**src/rtl/mdu_pkg.sv**
```systemverilog
// rtl/mdu_pkg.sv - shared op codes, FSM states and decoded-op struct for the M-extension unit
package mdu_pkg;

   localparam logic [2:0] MDU_MUL    = 3'b000;
   localparam logic [2:0] MDU_MULH   = 3'b001;
   localparam logic [2:0] MDU_MULHSU = 3'b010;
   localparam logic [2:0] MDU_MULHU  = 3'b011;
   localparam logic [2:0] MDU_DIV    = 3'b100;
   localparam logic [2:0] MDU_DIVU   = 3'b101;
   localparam logic [2:0] MDU_REM    = 3'b110;
   localparam logic [2:0] MDU_REMU   = 3'b111;

   typedef enum logic [1:0] {
      IDLE,
      CALC,
      FIN
   } mdu_state_t;

   typedef struct packed {
      logic is_div;
      logic is_rem;
      logic a_signed;
      logic b_signed;
      logic high;
   } mdu_op_t;

endpackage

```
**src/rtl/mdu_opdec.sv**
```systemverilog
// rtl/mdu_opdec.sv - funct3 to decoded M-op; also used by the hazard unit to predict latency
module mdu_opdec
   import mdu_pkg::*;
(
   input  logic [2:0] funct3,
   output mdu_op_t    op
);

   always_comb begin
      op = '0;
      case (funct3)
         MDU_MUL:    op = '0;
         MDU_MULH:   begin op.a_signed = 1'b1; op.b_signed = 1'b1; op.high = 1'b1; end
         MDU_MULHSU: begin op.a_signed = 1'b1; op.high = 1'b1; end
         MDU_MULHU:  op.high = 1'b1;
         MDU_DIV:    begin op.is_div = 1'b1; op.a_signed = 1'b1; op.b_signed = 1'b1; end
         MDU_DIVU:   op.is_div = 1'b1;
         MDU_REM:    begin op.is_div = 1'b1; op.is_rem = 1'b1; op.a_signed = 1'b1; op.b_signed = 1'b1; end
         MDU_REMU:   begin op.is_div = 1'b1; op.is_rem = 1'b1; end
         default:    op = '0;
      endcase
   end

endmodule

```
**src/rtl/mdu_iter.sv**
```systemverilog
// rtl/mdu_iter.sv - iterative RV32M/RV64M multiply-divide unit (start/busy/valid handshake)
// Optional MDU_FAST_MUL_EN: single-cycle combinational multiply instead of shift-add iteration.
module mdu_iter
   import mdu_pkg::*;
#(
   parameter int XLEN = 32
) (
   input  logic            clk,
   input  logic            rst_n,
   input  logic            start,
   input  logic            flush,
   input  logic [2:0]      funct3,
   input  logic [XLEN-1:0] rs1,
   input  logic [XLEN-1:0] rs2,
   output logic            busy,
   output logic            valid,
   output logic [XLEN-1:0] result
);

   localparam int              CW       = $clog2(XLEN);
   localparam logic [CW-1:0]   CNT_LAST = CW'(XLEN - 1);
   localparam logic [XLEN-1:0] MIN_NEG  = {1'b1, {(XLEN-1){1'b0}}};

   mdu_state_t        state_q, state_d;
   logic [CW-1:0]     count_q, count_d;
   mdu_op_t           op_q, op_d;
   logic [XLEN-1:0]   a_q, a_d;
   logic [XLEN-1:0]   b_q, b_d;
   logic              neg_q, neg_d;
   logic              spec_q, spec_d;
   logic [2*XLEN-1:0] acc_q, acc_d;
   logic [XLEN:0]     rem_q, rem_d;
   logic              busy_q, busy_d;
   logic              valid_q, valid_d;
   logic [XLEN-1:0]   result_q, result_d;

   mdu_op_t         dec_op;
   logic            a_neg, b_neg;
   logic [XLEN-1:0] a_mag, b_mag;
   logic            div_zero, div_ovf;
   logic [XLEN:0]   mul_sum, div_shift, div_diff;
   logic            div_ge;
   logic [2*XLEN-1:0] fin_val, fin_signed;

   mdu_opdec u_opdec (
      .funct3 (funct3),
      .op     (dec_op)
   );

   always_comb begin
      a_neg    = dec_op.a_signed & rs1[XLEN-1];
      b_neg    = dec_op.b_signed & rs2[XLEN-1];
      a_mag    = a_neg ? -rs1 : rs1;
      b_mag    = b_neg ? -rs2 : rs2;
      div_zero = (rs2 == '0);
      div_ovf  = dec_op.a_signed && (rs1 == MIN_NEG) && (rs2 == {XLEN{1'b1}});

      mul_sum   = {1'b0, acc_q[2*XLEN-1:XLEN]} + (b_q[0] ? {1'b0, a_q} : '0);
      div_shift = {rem_q[XLEN-1:0], a_q[XLEN-1]};
      div_diff  = div_shift - {1'b0, b_q};
      // Partial remainder stays below the divisor, so the borrow bit alone decides the step.
      div_ge    = ~div_diff[XLEN];

      if (spec_q || !op_q.is_div)
         fin_val = acc_q;
      else if (op_q.is_rem)
         fin_val = {{XLEN{1'b0}}, rem_q[XLEN-1:0]};
      else
         fin_val = {{XLEN{1'b0}}, a_q};
      fin_signed = neg_q ? -fin_val : fin_val;
   end

   always_comb begin
      state_d  = state_q;
      count_d  = count_q;
      op_d     = op_q;
      a_d      = a_q;
      b_d      = b_q;
      neg_d    = neg_q;
      spec_d   = spec_q;
      acc_d    = acc_q;
      rem_d    = rem_q;
      busy_d   = busy_q;
      valid_d  = 1'b0;
      result_d = result_q;

      if (flush) begin
         state_d = IDLE;
         count_d = '0;
         busy_d  = 1'b0;
      end else begin
         case (state_q)
            IDLE: begin
               if (start) begin
                  op_d    = dec_op;
                  a_d     = a_mag;
                  b_d     = b_mag;
                  neg_d   = a_neg ^ (b_neg & ~dec_op.is_rem);
                  spec_d  = 1'b0;
                  acc_d   = '0;
                  rem_d   = '0;
                  count_d = '0;
                  busy_d  = 1'b1;
                  state_d = CALC;
                  if (dec_op.is_div && div_zero) begin
                     spec_d  = 1'b1;
                     neg_d   = 1'b0;
                     acc_d   = {{XLEN{1'b0}}, (dec_op.is_rem ? rs1 : {XLEN{1'b1}})};
                     state_d = FIN;
                  end else if (dec_op.is_div && div_ovf) begin
                     spec_d  = 1'b1;
                     neg_d   = 1'b0;
                     acc_d   = {{XLEN{1'b0}}, (dec_op.is_rem ? {XLEN{1'b0}} : rs1)};
                     state_d = FIN;
                  end
`ifdef MDU_FAST_MUL_EN
                  else if (!dec_op.is_div) begin
                     acc_d   = {{XLEN{1'b0}}, a_mag} * {{XLEN{1'b0}}, b_mag};
                     state_d = FIN;
                  end
`endif
               end
            end
            CALC: begin
               if (op_q.is_div) begin
                  rem_d = div_ge ? div_diff : div_shift;
                  a_d   = {a_q[XLEN-2:0], div_ge};
               end else begin
                  acc_d = {mul_sum, acc_q[XLEN-1:1]};
                  b_d   = b_q >> 1;
               end
               if (count_q == CNT_LAST) begin
                  count_d = '0;
                  state_d = FIN;
               end else begin
                  count_d = count_q + CW'(1);
               end
            end
            FIN: begin
               result_d = op_q.high ? fin_signed[2*XLEN-1:XLEN] : fin_signed[XLEN-1:0];
               valid_d  = 1'b1;
               busy_d   = 1'b0;
               state_d  = IDLE;
            end
            default: begin
               state_d = IDLE;
               busy_d  = 1'b0;
            end
         endcase
      end
   end

   always_ff @(posedge clk or negedge rst_n) begin
      if (!rst_n) begin
         state_q  <= IDLE;
         count_q  <= '0;
         op_q     <= '0;
         a_q      <= '0;
         b_q      <= '0;
         neg_q    <= 1'b0;
         spec_q   <= 1'b0;
         acc_q    <= '0;
         rem_q    <= '0;
         busy_q   <= 1'b0;
         valid_q  <= 1'b0;
         result_q <= '0;
      end else begin
         state_q  <= state_d;
         count_q  <= count_d;
         op_q     <= op_d;
         a_q      <= a_d;
         b_q      <= b_d;
         neg_q    <= neg_d;
         spec_q   <= spec_d;
         acc_q    <= acc_d;
         rem_q    <= rem_d;
         busy_q   <= busy_d;
         valid_q  <= valid_d;
         result_q <= result_d;
      end
   end

   assign busy   = busy_q;
   assign valid  = valid_q;
   assign result = result_q;

endmodule

```
**config.mk**
```make
export PLATFORM = sky130hd
export DESIGN_NAME = mdu_iter
export DESIGN_NICKNAME = d
export VERILOG_FILES = /design/src/rtl/mdu_pkg.sv /design/src/rtl/mdu_opdec.sv /design/src/rtl/mdu_iter.sv
export SDC_FILE = /design/constraint.sdc
export NUM_CORES = 1
export LEC_CHECK = 0
export BUFFER_PORTS_ARGS = -buffer_cell sky130_fd_sc_hd__buf_2
export CORE_ASPECT_RATIO = 1.75
export CORE_MARGIN = 10
export CORE_UTILIZATION = 45
export DETAILED_ROUTE_END_ITERATION = 16
export PLACE_DENSITY = 0.66
export REMOVE_ABC_BUFFERS = 1
export SETUP_SLACK_MARGIN = 0.1
export SYNTH_ARGS = -nofsm -noshare
export SYNTH_HDL_FRONTEND = slang
export SYNTH_SLANG_ARGS = --single-unit
```
**constraint.sdc**
```tcl
create_clock -name clk -period 5.2 [get_ports clk]
set_clock_uncertainty 0.15 [all_clocks]
set_input_delay 0.78 -clock clk [delete_from_list [all_inputs] [get_ports clk]]
set_output_delay 0.78 -clock clk [all_outputs]
set_load 0.02 [all_outputs]
```
==> metrics.txt <==
# nets final=2328; initial antenna violation count=4; Cell variety after synth=88; clock latency on the worst-skew pair=0.55 ns; crit start category=flop; DIE HEIGHT=277 um; Final min period=4.57 ns; worst path arrival time=4.83 ns; IO Count=105; gr busiest metal=met2; Final WS setup=0.629 ns; hold crit path type=input pin to asynchronous set/reset pin; Crit path required time=5.46 ns; Mean Syn Cell Area=7.95 um2; overall die width=167 um; CTS sink count=206; DR iter-0 viols=1081; worst slew pin tran=1.22 ns; GP Congestion=1.00; vias in the first global route=17100; Worst R2R End=result[31]; GRT Util Overall=0.260; via count=16700; pins over their slew limit=0; slowest stage delay, CP=0.72 ns; area share of the largest cell type after synthesis=0.303; drt first pass iters=5; # setup viols final=0; cell depth of the worst flop-to-flop path=9; # DRC=0; top cells by area, synth=dfrtp_1 30%, a21oi_1 5.6%, o21ai_0 5.5%; crit path max fanout=20; PortBufs=104; max cap viols=0; global-route wire length before repair=97.4 mm; total gr overflow=0; grt met1 use=0.275; Post-synth EDFFs=0; Yosys warning count=0; Synth Instances=2144; post-cts sizing count=0; worst hold slack=0.192 ns; Power Density=428 nW/um2; setup bufs post-CTS=0; slowest cell on the critical path=nor2b_4; Fmax=219 MHz; Leak=0.00821 uW; met3 global-route usage=0.0262; Post-Route WL=62.3 mm; GR Util met2=0.479; sequential fraction of the synthesis area=0.303; max_slew headroom=0.186; VDD IR max=0.260 mV; average routed wire per standard cell=23.2 um; Final Hold Violating Endpoints=0; Clock transition at path regs=0.06 ns; FF+latch count, synth=206; Tcrit/Tclk final=0.879; CTS buffer count=23; total die area=46400 um2; RR Startpoint=op_q[4]; status=completed; Cell Chain, Critical Path=nor2b_4, buf_4, mux2i_1, nand4_1, nor3_2, nand4_1, nor4_1, nor3_1, o41ai_1; core area=37500 um2; Synth Cell Area=17000 um2; htree depth=1; CTS tree=built; clk buf depth=3; maximum number of pins on one net before global-route repair=105; layout cell share with drive strength beyond 1=0.115; ANT nets after route=0; Initial Util=0.454; type of destination of the critical path=flop; Worst Setup Path Type=flop to flop; Fin Setup TNS=0 ns; CTS root buf=clkbuf_16; RSZ-0062 raised after global routing=false; CP dominant cell by count=nand4_1; Post-synth ARST share=1.00; WP buf/inv=1; Reg2Reg Setup Slack=0.63 ns; hold_buf cts=0; Primary FF master, synth=dfrtp_1; dominant delay contributor by cell family on the critical path=simple AND/OR/NAND/NOR gates; row count=94; leading area contributor after synthesis=dfrtp_1; post-DR vias/cell=6.22; area delta synth->final=10.7%; DPL Wire Length=48.5 mm; Setup Slack @ Placement=0.649 ns
metrics by stage:
step            util  power [uW]  std cells  instance area (um2)
6_report       0.503        8060       2682                18900
5_1_grt        0.503        8560       2680                18900
4_1_cts        0.503        8040       2680                18900
3_5_place_dp   0.480        6140       2639                18000
3_3_place_gp   0.480        6100       2639                18000
2_1_floorplan      -        4840       2015                16500
routing by layer:
layer	part of all wire	vias to the layer above
met3	0.043	194
li1	-	7952
met2	0.52	555
met4	0.067	4
met5	0.00029	-
met1	0.37	7990
cells in the mapped netlist (15+ instances only):
library cell  instances
clkbuf_1            100
dfrtp_1             206
o31ai_1              29
nand2_1             232
nand2b_1             15
mux2i_1              53
or3_1                26
and2_1               43
a31oi_1              26
xnor2_1              78
and3_1               39
nand4_1              28
nor2b_1              17
o21ai_1              23
a211oi_1             20
o21ai_0             188
nor3_1               44
o221ai_1             47
a21oi_1             192
a21o_1               22
ha_1                 71
inv_1                61
mux2_2               19
xor2_1               52
nor4_1               28
nand3_1              79
nor2_1              184
worst max path at each step:
stage	from	slack [ns]	endpoint	cells after the start
2_1_floorplan	spec_q	-1.13	result[25]	8
3_3_place_gp	op_q[4]	0.86	result[31]	9
3_5_place_dp	op_q[4]	0.65	result[31]	9
4_1_cts	op_q[4]	0.65	result[31]	9
5_1_grt	op_q[4]	0.29	result[31]	9
6_report	op_q[4]	0.63	result[31]	9
where the power goes:
part	total [uW]	internal, uW	switching [uW]
logic	3940	1430	2510
registers	2240	1850	395
clock network	1890	1140	743
total	8060	4410	3650
final cells by class:
| cell class | count | area (um2) |
|---|---|---|
| Antenna cell | 2 | 5.00 |
| Clock buffer | 29 | 658 |
| Clock inverter | 12 | 194 |
| Fill cell | 3666 | 18700 |
| Inverter | 61 | 229 |
| Multi-Input combinational cell | 1748 | 11200 |
| Sequential cell | 206 | 5160 |
| Tap cell | 480 | 601 |
| Timing Repair Buffer | 144 | 842 |
cell families after synthesis:
kind of cell	count (synthesis)	share of synthesized area
buffers and inverters	190	0.0446
adder cells (fa/ha/maj)	73	0.0545
XOR/XNOR	130	0.0668
multiplexers	102	0.0666
AO/OA/AOI/OAI	655	0.236
AND/OR/NAND/NOR	788	0.228
flip-flops	206	0.303
flip-flops by register name, summed over array words and instances (netlist names):
| signal | count |
|---|---|
| a_q | 32 |
| count_q | 5 |
| b_q | 32 |
| op_q | 3 |
| rem_q | 32 |
| neg_q | 1 |
| valid | 1 |
| acc_q | 64 |
| result | 32 |
| spec_q | 1 |
| busy | 1 |
| state_q | 2 |
layout by cell type (no fill, tap or decap), types with 43 or more instances in the layout:
cell,count
mux2i_1,53
dfrtp_1,205
ha_1,71
o221ai_1,47
a21oi_1,192
nand2_1,232
xor2_1,52
buf_2,103
nand3_1,79
and2_1,43
xnor2_1,78
nor3_1,44
inv_1,61
nor2_1,183
o21ai_0,188
Power figures use the tool's default switching activity.
